==> src/rtl/pong_pkg.sv <==
// Shared definitions for the Pong push-button conditioner.
// Holds the per-button FSM encoding, button bit positions, default timing
// and the helper used to size the shared cycle counters.
package pong_pkg;

    // Per-button debounce FSM states
    typedef enum logic [1:0] {
        S_RELEASED    = 2'd0,
        S_PRESS_CHK   = 2'd1,
        S_PRESSED     = 2'd2,
        S_RELEASE_CHK = 2'd3
    } btn_state_t;

    // Bit positions inside the {right,left,down,up} button vector
    localparam int BTN_UP    = 0;
    localparam int BTN_DOWN  = 1;
    localparam int BTN_LEFT  = 2;
    localparam int BTN_RIGHT = 3;

    // Default timing at 100 MHz: 10 ms debounce, 500 ms repeat delay, 100 ms repeat period
    localparam int DEF_DEBOUNCE_CYCLES = 1000000;
    localparam int DEF_REPEAT_DELAY    = 50000000;
    localparam int DEF_REPEAT_PERIOD   = 10000000;

    // Largest of three counts; sizes the counters so every terminal value fits
    function automatic int max3(input int a, input int b, input int c);
        int m;
        m = (a > b) ? a : b;
        return (m > c) ? m : c;
    endfunction

endpackage

==> src/rtl/pong_btn_debounce.sv <==
// Single-button conditioner: two-flop synchroniser, four-state debounce FSM
// with a saturating stability counter, registered level/press/release.
// Optional macro PONG_AUTOREPEAT_EN adds a hold counter that emits extra
// press pulses while the button stays accepted as pressed.
module pong_btn_debounce
    import pong_pkg::*;
#(
    parameter int DEBOUNCE_CYCLES = DEF_DEBOUNCE_CYCLES,
    parameter int REPEAT_DELAY    = DEF_REPEAT_DELAY,
    parameter int REPEAT_PERIOD   = DEF_REPEAT_PERIOD
) (
    input  logic clk,
    input  logic rst,
    input  logic raw,
    output logic level,
    output logic press,
    output logic rel
);

    localparam int CNT_W = $clog2(max3(DEBOUNCE_CYCLES, REPEAT_DELAY, REPEAT_PERIOD)) + 1;
    localparam logic [CNT_W-1:0] DB_LAST = CNT_W'(DEBOUNCE_CYCLES - 1);

    logic             s1_reg;
    logic             s2_reg;
    btn_state_t       state_reg;
    btn_state_t       state_next;
    logic [CNT_W-1:0] cnt_reg;
    logic [CNT_W-1:0] cnt_next;
    logic             level_reg;
    logic             level_next;
    logic             press_reg;
    logic             press_fsm;
    logic             press_next;
    logic             rel_reg;
    logic             rel_next;
    logic             rep_pulse;

    // Two-flop synchroniser; only s2_reg is seen by the FSM
    always_ff @(posedge clk) begin
        if (rst) begin
            s1_reg <= 1'b0;
            s2_reg <= 1'b0;
        end else begin
            s1_reg <= raw;
            s2_reg <= s1_reg;
        end
    end

    // FSM state, stability counter and registered outputs
    always_ff @(posedge clk) begin
        if (rst) begin
            state_reg <= S_RELEASED;
            cnt_reg   <= '0;
            level_reg <= 1'b0;
            press_reg <= 1'b0;
            rel_reg   <= 1'b0;
        end else begin
            state_reg <= state_next;
            cnt_reg   <= cnt_next;
            level_reg <= level_next;
            press_reg <= press_next;
            rel_reg   <= rel_next;
        end
    end

    // Next-state logic; the counter is cleared on every transition so it never passes DB_LAST
    always_comb begin
        state_next = state_reg;
        cnt_next   = cnt_reg;
        press_fsm  = 1'b0;
        rel_next   = 1'b0;
        case (state_reg)
            S_RELEASED: begin
                if (s2_reg) begin
                    state_next = S_PRESS_CHK;
                    cnt_next   = '0;
                end
            end
            S_PRESS_CHK: begin
                if (!s2_reg) begin
                    state_next = S_RELEASED;
                    cnt_next   = '0;
                end else if (cnt_reg == DB_LAST) begin
                    state_next = S_PRESSED;
                    cnt_next   = '0;
                    press_fsm  = 1'b1;
                end else begin
                    cnt_next = cnt_reg + CNT_W'(1);
                end
            end
            S_PRESSED: begin
                if (!s2_reg) begin
                    state_next = S_RELEASE_CHK;
                    cnt_next   = '0;
                end
            end
            S_RELEASE_CHK: begin
                if (s2_reg) begin
                    state_next = S_PRESSED;
                    cnt_next   = '0;
                end else if (cnt_reg == DB_LAST) begin
                    state_next = S_RELEASED;
                    cnt_next   = '0;
                    rel_next   = 1'b1;
                end else begin
                    cnt_next = cnt_reg + CNT_W'(1);
                end
            end
            default: begin
                state_next = S_RELEASED;
                cnt_next   = '0;
            end
        endcase
        level_next = (state_next == S_PRESSED) || (state_next == S_RELEASE_CHK);
        press_next = press_fsm | rep_pulse;
    end

`ifdef PONG_AUTOREPEAT_EN
    logic [CNT_W-1:0] hold_reg;
    logic [CNT_W-1:0] hold_next;
    logic             first_done_reg;
    logic             first_done_next;

    localparam logic [CNT_W-1:0] DELAY_LAST  = CNT_W'(REPEAT_DELAY - 1);
    localparam logic [CNT_W-1:0] PERIOD_LAST = CNT_W'(REPEAT_PERIOD - 1);

    // Hold counter register; cleared by reset and whenever the button leaves S_PRESSED
    always_ff @(posedge clk) begin
        if (rst) begin
            hold_reg       <= '0;
            first_done_reg <= 1'b0;
        end else begin
            hold_reg       <= hold_next;
            first_done_reg <= first_done_next;
        end
    end

    // Repeat timing: first pulse REPEAT_DELAY after entering S_PRESSED, then every REPEAT_PERIOD
    always_comb begin
        hold_next       = '0;
        first_done_next = 1'b0;
        rep_pulse       = 1'b0;
        if (state_reg == S_PRESSED && s2_reg) begin
            first_done_next = first_done_reg;
            if (!first_done_reg && hold_reg == DELAY_LAST) begin
                rep_pulse       = 1'b1;
                first_done_next = 1'b1;
            end else if (first_done_reg && hold_reg == PERIOD_LAST) begin
                rep_pulse = 1'b1;
            end else begin
                hold_next = hold_reg + CNT_W'(1);
            end
        end
    end
`else
    assign rep_pulse = 1'b0;
`endif

    assign level = level_reg;
    assign press = press_reg;
    assign rel   = rel_reg;

endmodule

==> src/rtl/pong_btn_conditioner.sv <==
// Pong button front end: one debounce instance per button plus a registered
// one-hot direction code (priority up > down > left > right) for the paddle FSM.
// Optional macro PONG_AUTOREPEAT_EN enables auto-repeat press pulses.
// N_BTN must be at least 4 so that all four direction bits exist.
module pong_btn_conditioner
    import pong_pkg::*;
#(
    parameter int N_BTN           = 4,
    parameter int DEBOUNCE_CYCLES = DEF_DEBOUNCE_CYCLES,
    parameter int REPEAT_DELAY    = DEF_REPEAT_DELAY,
    parameter int REPEAT_PERIOD   = DEF_REPEAT_PERIOD
) (
    input  logic             clk,
    input  logic             rst,
    input  logic [N_BTN-1:0] btn_raw,
    output logic [N_BTN-1:0] btn_level,
    output logic [N_BTN-1:0] btn_press,
    output logic [N_BTN-1:0] btn_release,
    output logic [3:0]       dir_onehot
);

    logic [3:0] dir_reg;
    logic [3:0] dir_next;

    generate
        for (genvar gi = 0; gi < N_BTN; gi++) begin : g_btn
            pong_btn_debounce #(
                .DEBOUNCE_CYCLES (DEBOUNCE_CYCLES),
                .REPEAT_DELAY    (REPEAT_DELAY),
                .REPEAT_PERIOD   (REPEAT_PERIOD)
            ) u_debounce (
                .clk   (clk),
                .rst   (rst),
                .raw   (btn_raw[gi]),
                .level (btn_level[gi]),
                .press (btn_press[gi]),
                .rel   (btn_release[gi])
            );
        end
    endgenerate

    // Priority encode the debounced levels into a single direction bit
    always_comb begin
        dir_next = 4'b0000;
        if (btn_level[BTN_UP]) begin
            dir_next[BTN_UP] = 1'b1;
        end else if (btn_level[BTN_DOWN]) begin
            dir_next[BTN_DOWN] = 1'b1;
        end else if (btn_level[BTN_LEFT]) begin
            dir_next[BTN_LEFT] = 1'b1;
        end else if (btn_level[BTN_RIGHT]) begin
            dir_next[BTN_RIGHT] = 1'b1;
        end
    end

    // Direction register, one cycle behind btn_level
    always_ff @(posedge clk) begin
        if (rst) begin
            dir_reg <= 4'b0000;
        end else begin
            dir_reg <= dir_next;
        end
    end

    assign dir_onehot = dir_reg;

endmodule

==> config.mk <==
export PLATFORM = sky130hd
export DESIGN_NAME = pong_btn_conditioner
export DESIGN_NICKNAME = d
export VERILOG_FILES = /design/src/rtl/pong_pkg.sv /design/src/rtl/pong_btn_debounce.sv /design/src/rtl/pong_btn_conditioner.sv
export SDC_FILE = /design/constraint.sdc
export NUM_CORES = 1
export LEC_CHECK = 0
export CAP_MARGIN = 0
export CORE_AREA = 2 2 95 166
export CTS_BUF_LIST = sky130_fd_sc_hd__clkbuf_4
export DETAILED_ROUTE_END_ITERATION = 10
export DIE_AREA = 0 0 97 168
export SLEW_MARGIN = 20
export SYNTH_ARGS = -nofsm -noshare
export SYNTH_HDL_FRONTEND = slang
export SYNTH_SLANG_ARGS = --single-unit
==> constraint.sdc <==
create_clock -name clk -period 2.45 [get_ports clk]
set_input_delay 0.245 -clock clk [delete_from_list [all_inputs] [get_ports clk]]
set_output_delay 0.245 -clock clk [all_outputs]
set_load 0.1 [all_outputs]
==> results by group <==
Run status
  – Status: finished, final reports clean

Cells and area
  – Final nets: 820
  – Core Util, Final: 48.1%
  – Area grow syn2layout: 9.14%
  – FILL cells: 1,478
  – Max FFs per register: around 110
  – Share of layout cells above drive strength 1: 10.1%

Synthesis
  – Post-synth ARST share: 0%
  – Post-synth cell types: 57
  – Warnings, synthesis: 0
  – Cell with the most instances after synthesis: dfxtp_1
  – Post-synth EDFFs: 0
  – Synth top area share: ~42%
  – Synth Flop Type: dfxtp_1
  – Synth top area cells: dfxtp_1, xnor2_1, nor2_1, nand3_1, nand2_1
  – #FFs+latches synth: 140
  – Mean post-synth cell area: 8.35 um2
  – Synth area leader: dfxtp_1
  – Mapped Area: 0.00665 mm2
  – Sequential-to-total area share from yosys stat: a little over two fifths
  – Gate Count Post-Synth: 797
  – Top post-synthesis cells by count: dfxtp_1, nor2_1, nand2_1
  – Syn Nets: 807

Routing
  – Final ANT Viol Nets: 0
  – Drt drc: 0
  – Via count: just under 6k
  – Post-DR vias/cell: 5.83
  – Routed len/inst: 14.9 um
  – Post-Route WL: 15,000 um
  – Initial DRC Count: approximately 210
  – First-pass DRT Iterations: 5

Power
  – Switching pwr: 0.970 mW
  – Clock power frac: 38.6%
  – Net Sw Frac: 24.7%
  – Power Dens Cells: 541 mW/mm2
  – P_int: 2.96 mW
  – Static leakage: 2.37 nW
  – Sequential power share: between 50% and 60%
  – Peak VDD IR: 0.000262 V
  – Gate power share: between 2 and 3%

Worst setup path
  – Crit. End Element: register
  – Worst setup SP type: register
  – Worst EP required: between 2 and 3 ns
  – Critical R2R Launch: g_btn[3].u_debounce.cnt_reg[0]$_SDFFE_PP0P_
  – Reg2Reg Depth: 7
  – Critical path type: reg2reg
  – Crit-path max FO: 11
  – Reg2reg end: g_btn[3].u_debounce.cnt_reg[6]$_SDFFE_PP0P_
  – Worst EP arrival: between 2 and 3 ns
  – Flop2flop setup slack: 0.18 ns

Hold path
  – Min-delay src: rst
  – HP Class: in2reg
  – Min-Delay Endpoint: g_btn[3].u_debounce.state_reg[1]$_SDFF_PP0_
  – Hold depth: 2

Flow run
  – Number of max-cap violations: 0

STA
  – Final setup vio count: 0
  – Final hold vios: 0
  – RSZ-0062 raised after global routing: no
  – WHS: between 0.15 and 0.2 ns
  – Slew Viols, Final: 0
  – Minimum clock period: between 2 and 2.5 ns
  – Achievable clock frequency: 440 MHz
  – Period utilization: 92.8%
  – Setup WS post-layout: approximately 0.18 ns
  – Worst slew pin tran: 0.859 ns
  – Rel. slew slack: 42.7%
  – Setup TNS: 0 ns
  – Skew final: 0.0262 ns

Place
  – Final Wtd Congestion: roughly 0.86
  – Setup WS pre-CTS: 0.210 ns
  – DP Wirelength: 10,700 um
  – Port bufs: 21

Die
  – DIE HEIGHT: roughly 170 um
  – Die W: 97 um
  – Area of the die: between 0.015 and 0.02 mm2
  – FP Rows: 60
  – Ports: 22
  – Initial Util: 44.1%
  – Core Footprint: 0.0151 mm2

Clocking
  – CTS buffer count: 17
  – Post-CTS sizing: 0
  – Post-CTS Setup Bufs: 0
  – CTS Buffer Depth: 2
  – H-Tree Depth: 4
  – Hold_buf cts: 0
  – Clk sink count: 140
  – Clk slew on worst S/H paths: 0.12 ns
  – CTS tree: done
  – Root Buffer: clkbuf_4
  – Clock network latency to the later pin of the worst-skew pair: 0.52 ns

Global routing
  – Grt total ovfl: 0
  – GRT Resource Usage Total: 18.6%
  – Largest net degree at the start of global routing: 31
  – Vias in the first global route: 5,631
  – Initial antenna violation count: 1
  – First-pass GRT wire length: 25,700 um
worst max path at each step:
| stage | start | to | slack, ns |
|---|---|---|---|
| 2_1_floorplan | g_btn[1].u_debounce.cnt_reg[0]$_SDFFE_PP0P_ | g_btn[1].u_debounce.cnt_reg[24]$_SDFFE_PP0P_ | 0.48 |
| 3_3_place_gp | g_btn[3].u_debounce.cnt_reg[0]$_SDFFE_PP0P_ | g_btn[3].u_debounce.cnt_reg[6]$_SDFFE_PP0P_ | 0.27 |
| 3_5_place_dp | g_btn[3].u_debounce.cnt_reg[0]$_SDFFE_PP0P_ | g_btn[3].u_debounce.cnt_reg[6]$_SDFFE_PP0P_ | 0.21 |
| 4_1_cts | g_btn[3].u_debounce.cnt_reg[0]$_SDFFE_PP0P_ | g_btn[3].u_debounce.cnt_reg[6]$_SDFFE_PP0P_ | 0.17 |
| 5_1_grt | g_btn[3].u_debounce.cnt_reg[0]$_SDFFE_PP0P_ | g_btn[3].u_debounce.cnt_reg[16]$_SDFFE_PP0P_ | 0.08 |
| 6_report | g_btn[3].u_debounce.cnt_reg[0]$_SDFFE_PP0P_ | g_btn[3].u_debounce.cnt_reg[6]$_SDFFE_PP0P_ | 0.18 |
power by group through the flow:
stage | logic, mW | registers, mW | clock network (mW)
floorplan | 0.0767 | 2.35 | 0
global placement | 0.113 | 2.35 | 0
detailed placement | 0.115 | 2.35 | 0
CTS | 0.115 | 2.30 | 1.57
global route | 0.126 | 2.30 | 1.67
finish | 0.113 | 2.30 | 1.52
metal layers:
metal  global-route usage [%]  vias to the layer above  part of all wire [%]  routed length [um]
met5                        0                        -                     0                   0
met4                     7.41                        0                   2.6                 393
met3                     3.65                       29                   3.0                 445
met2                     34.1                      117                    52                7850
met1                     21.0                     2798                    42                6340
li1                         -                     2943                     -                   -
cells in the final DEF (no fill, tap or decap), types with 4 or more instances in the layout:
master	count
dfxtp_1	140
nor2_1	87
nand2_1	65
nand3_1	50
xnor2_1	38
a21oi_1	37
buf_4	36
a31oi_1	33
nand4_1	31
nor4_1	30
nor3_1	25
o21ai_0	24
inv_1	21
clkbuf_4	19
and3_1	18
and4_1	17
nor4b_1	15
xor2_1	12
nor2b_1	10
mux2i_1	9
or3_1	9
nand2b_1	8
o31a_1	4
o211ai_1	4
o2111ai_1	4
a22oi_1	4
nor3b_1	4
ha_1	4
clkdlybuf4s50_1	4
cells by family after synthesis:
logic type,share of synthesized area (%)
DFF,42.1
xor gates and xnor gates,6.58
adders and majority gates,0.752
buffers and inverters,4.83
muxes,1.35
AOI/OAI and AO/OA,13.4
and+or+nand+nor,31.0
metrics by stage:
stage	power, mW	cells	area (um2)
final	3.93	1010	7260
after global routing	4.09	1010	7260
after CTS	3.98	1009	7260
after detailed placement	2.46	977	6970
after global placement	2.46	977	6970
after floorplan	2.42	797	6650
critical path: stages (launching register included):
cell      delay, ns
dfxtp_1        0.37
ha_1           0.27
nand3_1        0.17
nor4_2         0.08
buf_4          0.16
a211oi_4       0.43
or4b_2         0.62
o21ai_0        0.10
final cells by class:
cell class / instances / area (um2) / area share (%)
multi-input combinational: 589 / 3540 / 48.8
sequential: 140 / 2800 / 38.6
timing repair buffer: 41 / 315 / 4.34
tap: 186 / 233 / 3.20
clock buffer: 19 / 143 / 1.96
clock inverter: 13 / 143 / 1.96
inverter: 21 / 78.8 / 1.09
antenna: 1 / 2.50 / 0.0345
Power figures use the tool's default switching activity.
